[src/rtl/irsram_pkg.sv]
// Shared types and constants for the IRSRAM ping-pong controller.
// Build option: IRSRAM_LANE_MASK_EN enables per-lane write masking in the top.
package irsram_pkg;

    localparam int unsigned IR_ADDR_W = 7;
    localparam int unsigned IR_DEPTH  = 128;
    localparam int unsigned IR_LANE_W = 16;
    // One extra bit so a completely filled bank (128 words) is representable.
    localparam int unsigned IR_LEN_W  = IR_ADDR_W + 1;

    typedef enum logic [1:0] {
        StEmpty   = 2'd0,
        StFilling = 2'd1,
        StFull    = 2'd2
    } bank_state_e;

    // Word count of a fill whose final beat landed at addr.
    function automatic logic [IR_LEN_W-1:0] fill_len_of(input logic [IR_ADDR_W-1:0] addr);
        return {1'b0, addr} + IR_LEN_W'(1);
    endfunction

endpackage

[src/rtl/irsram_bank_fsm.sv]
// Per-bank occupancy tracker: EMPTY -> FILLING -> FULL -> EMPTY, plus the
// length of the most recent completed fill.
module irsram_bank_fsm
    import irsram_pkg::*;
(
    input  logic                 clk,
    input  logic                 rst_n,
    input  logic                 flush,
    input  logic                 fill_beat,   // accepted write beat targets this bank
    input  logic                 fill_last,   // that beat completes the fill
    input  logic [IR_ADDR_W-1:0] fill_addr,   // address of that beat
    input  logic                 rd_release,  // consumer frees this bank (already FULL-qualified)
    output bank_state_e          state,
    output logic [IR_LEN_W-1:0]  fill_len
);

    bank_state_e           state_q, state_d;
    logic [IR_LEN_W-1:0]   fill_len_q, fill_len_d;

    // State and fill length registers.
    always_ff @(posedge clk or negedge rst_n) begin
        if (!rst_n) begin
            state_q    <= StEmpty;
            fill_len_q <= '0;
        end else begin
            state_q    <= state_d;
            fill_len_q <= fill_len_d;
        end
    end

    // Next-state: flush wins, otherwise advance on fill beats and release.
    always_comb begin
        state_d    = state_q;
        fill_len_d = fill_len_q;
        if (flush) begin
            state_d    = StEmpty;
            fill_len_d = '0;
        end else begin
            unique case (state_q)
                StEmpty, StFilling: begin
                    if (fill_beat) begin
                        if (fill_last) begin
                            state_d    = StFull;
                            fill_len_d = fill_len_of(fill_addr);
                        end else begin
                            state_d = StFilling;
                        end
                    end
                end
                StFull: begin
                    if (rd_release) begin
                        state_d = StEmpty;
                    end
                end
                default: state_d = StEmpty;
            endcase
        end
    end

    assign state    = state_q;
    assign fill_len = fill_len_q;

endmodule

[src/rtl/irsram_pingpong_ctrl.sv]
// Ping-pong controller for IRSRAM banks 1 and 2: the producer fills one bank
// while the consumer reads the other; roles swap on fill completion / release.
// Owns all SRAM pins and returns the read bank's Q with one cycle of latency.
// Build option: IRSRAM_LANE_MASK_EN adds wr_mask (per-lane write enable).
module irsram_pingpong_ctrl
    import irsram_pkg::*;
#(
    parameter int unsigned SRAM_NUM = 8,
    parameter int unsigned DEPTH    = IR_DEPTH
) (
    input  logic                           clk,
    input  logic                           rst_n,
    input  logic                           flush,
    // Producer
    input  logic                           wr_valid,
    output logic                           wr_ready,
    input  logic [SRAM_NUM*IR_LANE_W-1:0]  wr_data,
    input  logic                           wr_last,
`ifdef IRSRAM_LANE_MASK_EN
    input  logic [SRAM_NUM-1:0]            wr_mask,
`endif
    // Consumer
    input  logic                           rd_en,
    output logic                           rd_ready,
    input  logic [IR_ADDR_W-1:0]           rd_addr,
    input  logic                           rd_done,
    output logic [IR_LEN_W-1:0]            rd_len,
    output logic                           rd_valid,
    output logic [SRAM_NUM*IR_LANE_W-1:0]  rd_data,
    output logic                           rd_err,
    // IRSRAM pins
    output logic                           CEN1_ir,
    output logic                           CEN2_ir,
    output logic [SRAM_NUM-1:0]            WEN1_ir,
    output logic [SRAM_NUM-1:0]            WEN2_ir,
    output logic [IR_ADDR_W-1:0]           A1_ir,
    output logic [IR_ADDR_W-1:0]           A2_ir,
    output logic [SRAM_NUM*IR_LANE_W-1:0]  D1_ir,
    output logic [SRAM_NUM*IR_LANE_W-1:0]  D2_ir,
    input  logic [SRAM_NUM*IR_LANE_W-1:0]  Q1_ir,
    input  logic [SRAM_NUM*IR_LANE_W-1:0]  Q2_ir
);

    localparam int unsigned DataW = SRAM_NUM * IR_LANE_W;
    localparam logic [IR_ADDR_W-1:0] LastAddr = IR_ADDR_W'(DEPTH - 1);

    // Bank pointers: 0 = irsram1, 1 = irsram2.
    logic                 wbank_q, rbank_q;
    logic [IR_ADDR_W-1:0] wr_addr_q;
    logic                 rd_valid_q, rd_bank_q, rd_err_q;

    bank_state_e          bank_state [2];
    logic [IR_LEN_W-1:0]  bank_len   [2];

    logic                 wr_fire, wr_full;
    logic                 rd_issue, rd_release, rd_err_d;
    logic [SRAM_NUM-1:0]  wr_wen;

`ifdef IRSRAM_LANE_MASK_EN
    assign wr_wen = ~wr_mask;
`else
    assign wr_wen = '0;
`endif

    // Handshakes; flush suppresses every same-cycle request.
    assign wr_ready   = (bank_state[wbank_q] != StFull);
    assign wr_fire    = wr_valid & wr_ready & ~flush;
    assign wr_full    = wr_fire & (wr_last | (wr_addr_q == LastAddr));

    assign rd_ready   = (bank_state[rbank_q] == StFull);
    assign rd_len     = rd_ready ? bank_len[rbank_q] : '0;
    // rd_len is 0 when not ready, so the range check also covers that case.
    assign rd_issue   = rd_en & ~flush & ({1'b0, rd_addr} < rd_len);
    assign rd_err_d   = rd_en & ~flush & ({1'b0, rd_addr} >= rd_len);
    assign rd_release = rd_done & rd_ready & ~flush;

    irsram_bank_fsm u_bank1 (
        .clk        (clk),
        .rst_n      (rst_n),
        .flush      (flush),
        .fill_beat  (wr_fire & (wbank_q == 1'b0)),
        .fill_last  (wr_full),
        .fill_addr  (wr_addr_q),
        .rd_release (rd_release & (rbank_q == 1'b0)),
        .state      (bank_state[0]),
        .fill_len   (bank_len[0])
    );

    irsram_bank_fsm u_bank2 (
        .clk        (clk),
        .rst_n      (rst_n),
        .flush      (flush),
        .fill_beat  (wr_fire & (wbank_q == 1'b1)),
        .fill_last  (wr_full),
        .fill_addr  (wr_addr_q),
        .rd_release (rd_release & (rbank_q == 1'b1)),
        .state      (bank_state[1]),
        .fill_len   (bank_len[1])
    );

    // Pointers and write address.
    always_ff @(posedge clk or negedge rst_n) begin
        if (!rst_n) begin
            wbank_q   <= 1'b0;
            rbank_q   <= 1'b0;
            wr_addr_q <= '0;
        end else if (flush) begin
            wbank_q   <= 1'b0;
            rbank_q   <= 1'b0;
            wr_addr_q <= '0;
        end else begin
            if (wr_full) begin
                wbank_q   <= ~wbank_q;
                wr_addr_q <= '0;
            end else if (wr_fire) begin
                wr_addr_q <= wr_addr_q + IR_ADDR_W'(1);
            end
            if (rd_release) begin
                rbank_q <= ~rbank_q;
            end
        end
    end

    // Read pipeline: remember which bank was issued so a same-cycle swap is harmless.
    always_ff @(posedge clk or negedge rst_n) begin
        if (!rst_n) begin
            rd_valid_q <= 1'b0;
            rd_bank_q  <= 1'b0;
            rd_err_q   <= 1'b0;
        end else begin
            rd_valid_q <= rd_issue;
            rd_err_q   <= rd_err_d;
            if (rd_issue) begin
                rd_bank_q <= rbank_q;
            end
        end
    end

    // A read still in flight when flush arrives is dropped.
    assign rd_valid = rd_valid_q & ~flush;
    assign rd_data  = rd_valid ? (rd_bank_q ? Q2_ir : Q1_ir) : '0;
    assign rd_err   = rd_err_q;

    logic                 cen  [2];
    logic [SRAM_NUM-1:0]  wen  [2];
    logic [IR_ADDR_W-1:0] addr [2];
    logic [DataW-1:0]     din  [2];

    // Pin mux: idle by default; the write and read banks never coincide.
    always_comb begin
        for (int b = 0; b < 2; b++) begin
            cen[b]  = 1'b1;
            wen[b]  = '1;
            addr[b] = '0;
            din[b]  = '0;
        end
        if (wr_fire) begin
            cen[wbank_q]  = 1'b0;
            wen[wbank_q]  = wr_wen;
            addr[wbank_q] = wr_addr_q;
            din[wbank_q]  = wr_data;
        end
        if (rd_issue) begin
            cen[rbank_q]  = 1'b0;
            wen[rbank_q]  = '1;
            addr[rbank_q] = rd_addr;
        end
    end

    assign CEN1_ir = cen[0];
    assign CEN2_ir = cen[1];
    assign WEN1_ir = wen[0];
    assign WEN2_ir = wen[1];
    assign A1_ir   = addr[0];
    assign A2_ir   = addr[1];
    assign D1_ir   = din[0];
    assign D2_ir   = din[1];

endmodule

[config.mk]
export PLATFORM = sky130hd
export DESIGN_NAME = irsram_pingpong_ctrl
export DESIGN_NICKNAME = d
export VERILOG_FILES = /design/src/rtl/irsram_pkg.sv /design/src/rtl/irsram_bank_fsm.sv /design/src/rtl/irsram_pingpong_ctrl.sv
export SDC_FILE = /design/constraint.sdc
export NUM_CORES = 1
export LEC_CHECK = 0
export ABC_AREA = 1
export CORE_AREA = 2 2 320 322
export DETAILED_ROUTE_END_ITERATION = 6
export DIE_AREA = 0 0 322 324
export SLEW_MARGIN = 20
export SYNTH_ARGS = -nofsm -noshare
export SYNTH_HDL_FRONTEND = slang
export SYNTH_SLANG_ARGS = --single-unit
[constraint.sdc]
create_clock -name clk -period 6.62 [get_ports clk]
set_input_delay 0.993 -clock clk [delete_from_list [all_inputs] [get_ports clk]]
set_output_delay 0.993 -clock clk [all_outputs]
set_load 0.005 [all_outputs]
==> results.md <==
* Vias per std cell at 3.34
* Register bit count reported by yosys at 32
* Post-synth EDFFs at 0
* CTS Root Cell: clkbuf_16
* Core box area at 0.101 mm²
* Clock Tree Buf Depth at 2
* Global-route wire length before repair at 88400 µm
* Syn Area/Cell at 5.60 µm²
* RSZ-0062 raised after global routing: false
* Ys flop type: dfrtp_1
* Chip width at 322 µm
* Iteration-0 DRC Markers at 859
* HP Class: register to register
* Top post-synthesis cells by area: nand2_1, nor2_4, dfrtp_1
* Status: complete, no violations
* Area Overhead vs Synth at 140%
* Num ports at 826
* Post-Syn Instances at 1223
* Critical path endpoint category: output pin
* CTS tree: built
* Pins Over Slew Limit at 0
* Startpoint types: input pin
* Largest family of logic cells by synthesized area: simple AND/OR/NAND/NOR gates
* Number of clock sinks at 32
* Die ar. at 0.104 mm²
* Post-Route WL at 70300 µm
* CTS buffer count at 5
* Ys Warns at 0
* Post-Route Skew at 0.00374 ns
* Layout cell share with drive strength beyond 1 at 0.0775
* Simple-gate portion of the synthesized area at 0.545
* Fmax at 0.182 GHz
* Hold Fails Final Rpt at 0
* CP Max Fanout at 57
* Multiplexer area fraction after synthesis at 0
* Commonest non-fill, non-tap cell in the layout: clkdlybuf4s50_1
* Slew HR at 0.254
* Resized cells post-CTS at 0
* Net Count, Synth at 1629
* Clock-pin slew on the worst setup and hold paths at 0.05 ns
* Critical path class: input pin to output pin
* Worst-Margin Slew at 1.12 ns
* Adder-Cell Fraction of Synth Area at 0.0146
* Yosys top cell area share at 0.222
* Synth cell types at 36
* Starting density of the core at 0.0678
* Final setup vio count at 0
* Max Cap Viol at 0
* Largest net degree at the start of global routing at 117
* Most frequent cells in the layout: clkdlybuf4s50_1, nand2_1, nor2_1
* Antenna viol nets, final at 0
* Final Util at 0.163
* Period utilization at 0.829
* Vias in the first global route at 10000
* Synth area leader: nand2_1
* Layout Nets at 2380
* Total GRT Usage at 0.124
* Worst EP arrival at 4.50 ns
* Hold buffers post-CTS at 0
* TNS Setup at 0 ns
* Initial antenna violation count at 60
* DRC at 0
* Worst VDD drop at 0.000110 V
* Final min period at 5.49 ns
* Sequential share of the synthesized area at 0.117
* Port bufs at 825
* FP Rows at 117
* Postcts setup bufs at 0
* Clock Latency Late Sink at 0.28 ns
* Final GP Congestion at 0.941
* Router iterations before antenna repair at 5
* Worst EP required at 5.63 ns
* Leak at 6.50 nW
* Pwr Total at 0.00137 W
* Grt total ovfl at 0
* Hpwl dp at 63300 µm
* Die height at 324 µm
* Pwr/cell area at 83.6 mW/mm²
* Mapped cell area at 0.00685 mm²
* Compound-Gate Fraction of Synth Area at 0.131
* Routed wire per std cell at 21.4 µm
* Vias at 11000
* Hold Slack at 0.475 ns
* Htree depth at 2
* Synth Area in XOR/XNOR at 0
* Async SR Flop Fraction at 1.00
Yosys cell counts, types with 2 or more instances:
cell type,instances
nand3_2,4
buf_1,3
nor2_1,182
clkbuf_1,36
ha_1,8
inv_1,169
nand4_1,14
o21ai_2,5
nand3_4,2
nand3_1,24
o21ai_0,9
a21boi_0,5
buf_12,10
buf_6,5
o22ai_1,7
nand2_1,404
nand2_2,5
a21oi_1,130
buf_4,15
buf_2,29
o21ai_1,9
nor2_4,103
dfrtp_1,32
critical path, stage by stage:
cell and delay [ns]:
clkdlybuf4s50_1 0.54, inv_1 0.40, nand2_4 0.50, buf_4 0.44, a21oi_1 0.88, clkdlybuf4s50_1 0.68
metrics by stage:
step | cell area (µm²) | setup slack, ns | instances
CTS | 16400 | 1.11 | 3283
floorplan | 6850 | 3.21 | 1223
global placement | 16300 | 1.13 | 3276
detailed placement | 16300 | 1.12 | 3276
global route | 16400 | 1.02 | 3284
finish | 16400 | 1.13 | 3292
layout make-up:
cell class | count | area (µm²)
multi-input combinational | 921 | 4750
inverter | 171 | 647
clock inverter | 1 | 5.00
tap | 1309 | 1640
antenna | 9 | 22.5
sequential | 32 | 805
timing repair buffer | 843 | 8430
clock buffer | 6 | 129
fill | 11600 | 84600
sequential cells by signal, indices dropped and copies added, names as in the netlist:
register	cells
rbank_q	1
rd_bank_q	1
wbank_q	1
u_bank1.fill_len	8
rd_valid_q	1
u_bank2.fill_len	8
u_bank1.state	2
u_bank2.state	2
rd_err	1
wr_addr_q	7
kinds of logic after synthesis:
family / after synthesis
buffers and inverters: 270
AO/OA/AOI/OAI: 168
AND/OR/NAND/NOR: 745
flip-flops: 32
adder cells (fa/ha/maj): 8
power by group:
group	switching, W	total, W	internal [W]
Combinational	0.000490	0.000916	0.000426
Sequential	0.0000306	0.000234	0.000204
Clock	0.0000849	0.000221	0.000137
Total	0.000606	0.00137	0.000766
path summary, 6_finish.rpt:
kind / start / end / slack (ns) / depth (start not counted)
setup / recovery: flush / rd_data[21] / 1.13 / 6
max in group asynchronous: rst_n / rd_bank_q / 5.27 / 1
setup reg to reg: rbank_q / rd_bank_q / 3.95 / 10
hold / removal: u_bank1.fill_len[7] / u_bank1.fill_len[7] / 0.47 / 2
min in group asynchronous: rst_n / wr_addr_q[5] / 0.78 / 1
hold reg to reg: u_bank1.fill_len[7] / u_bank1.fill_len[7] / 0.47 / 2
per-layer routing:
| metal | up-vias | share of wire | track usage |
|---|---|---|---|
| met1 | 4974 | 0.46 | 0.174 |
| met2 | 748 | 0.42 | 0.186 |
| met3 | 86 | 0.11 | 0.0479 |
| met4 | 16 | 0.013 | 0.00976 |
| li1 | 5177 | - | - |
| met5 | - | 0.0016 | 0 |
Power figures use the tool's default switching activity.
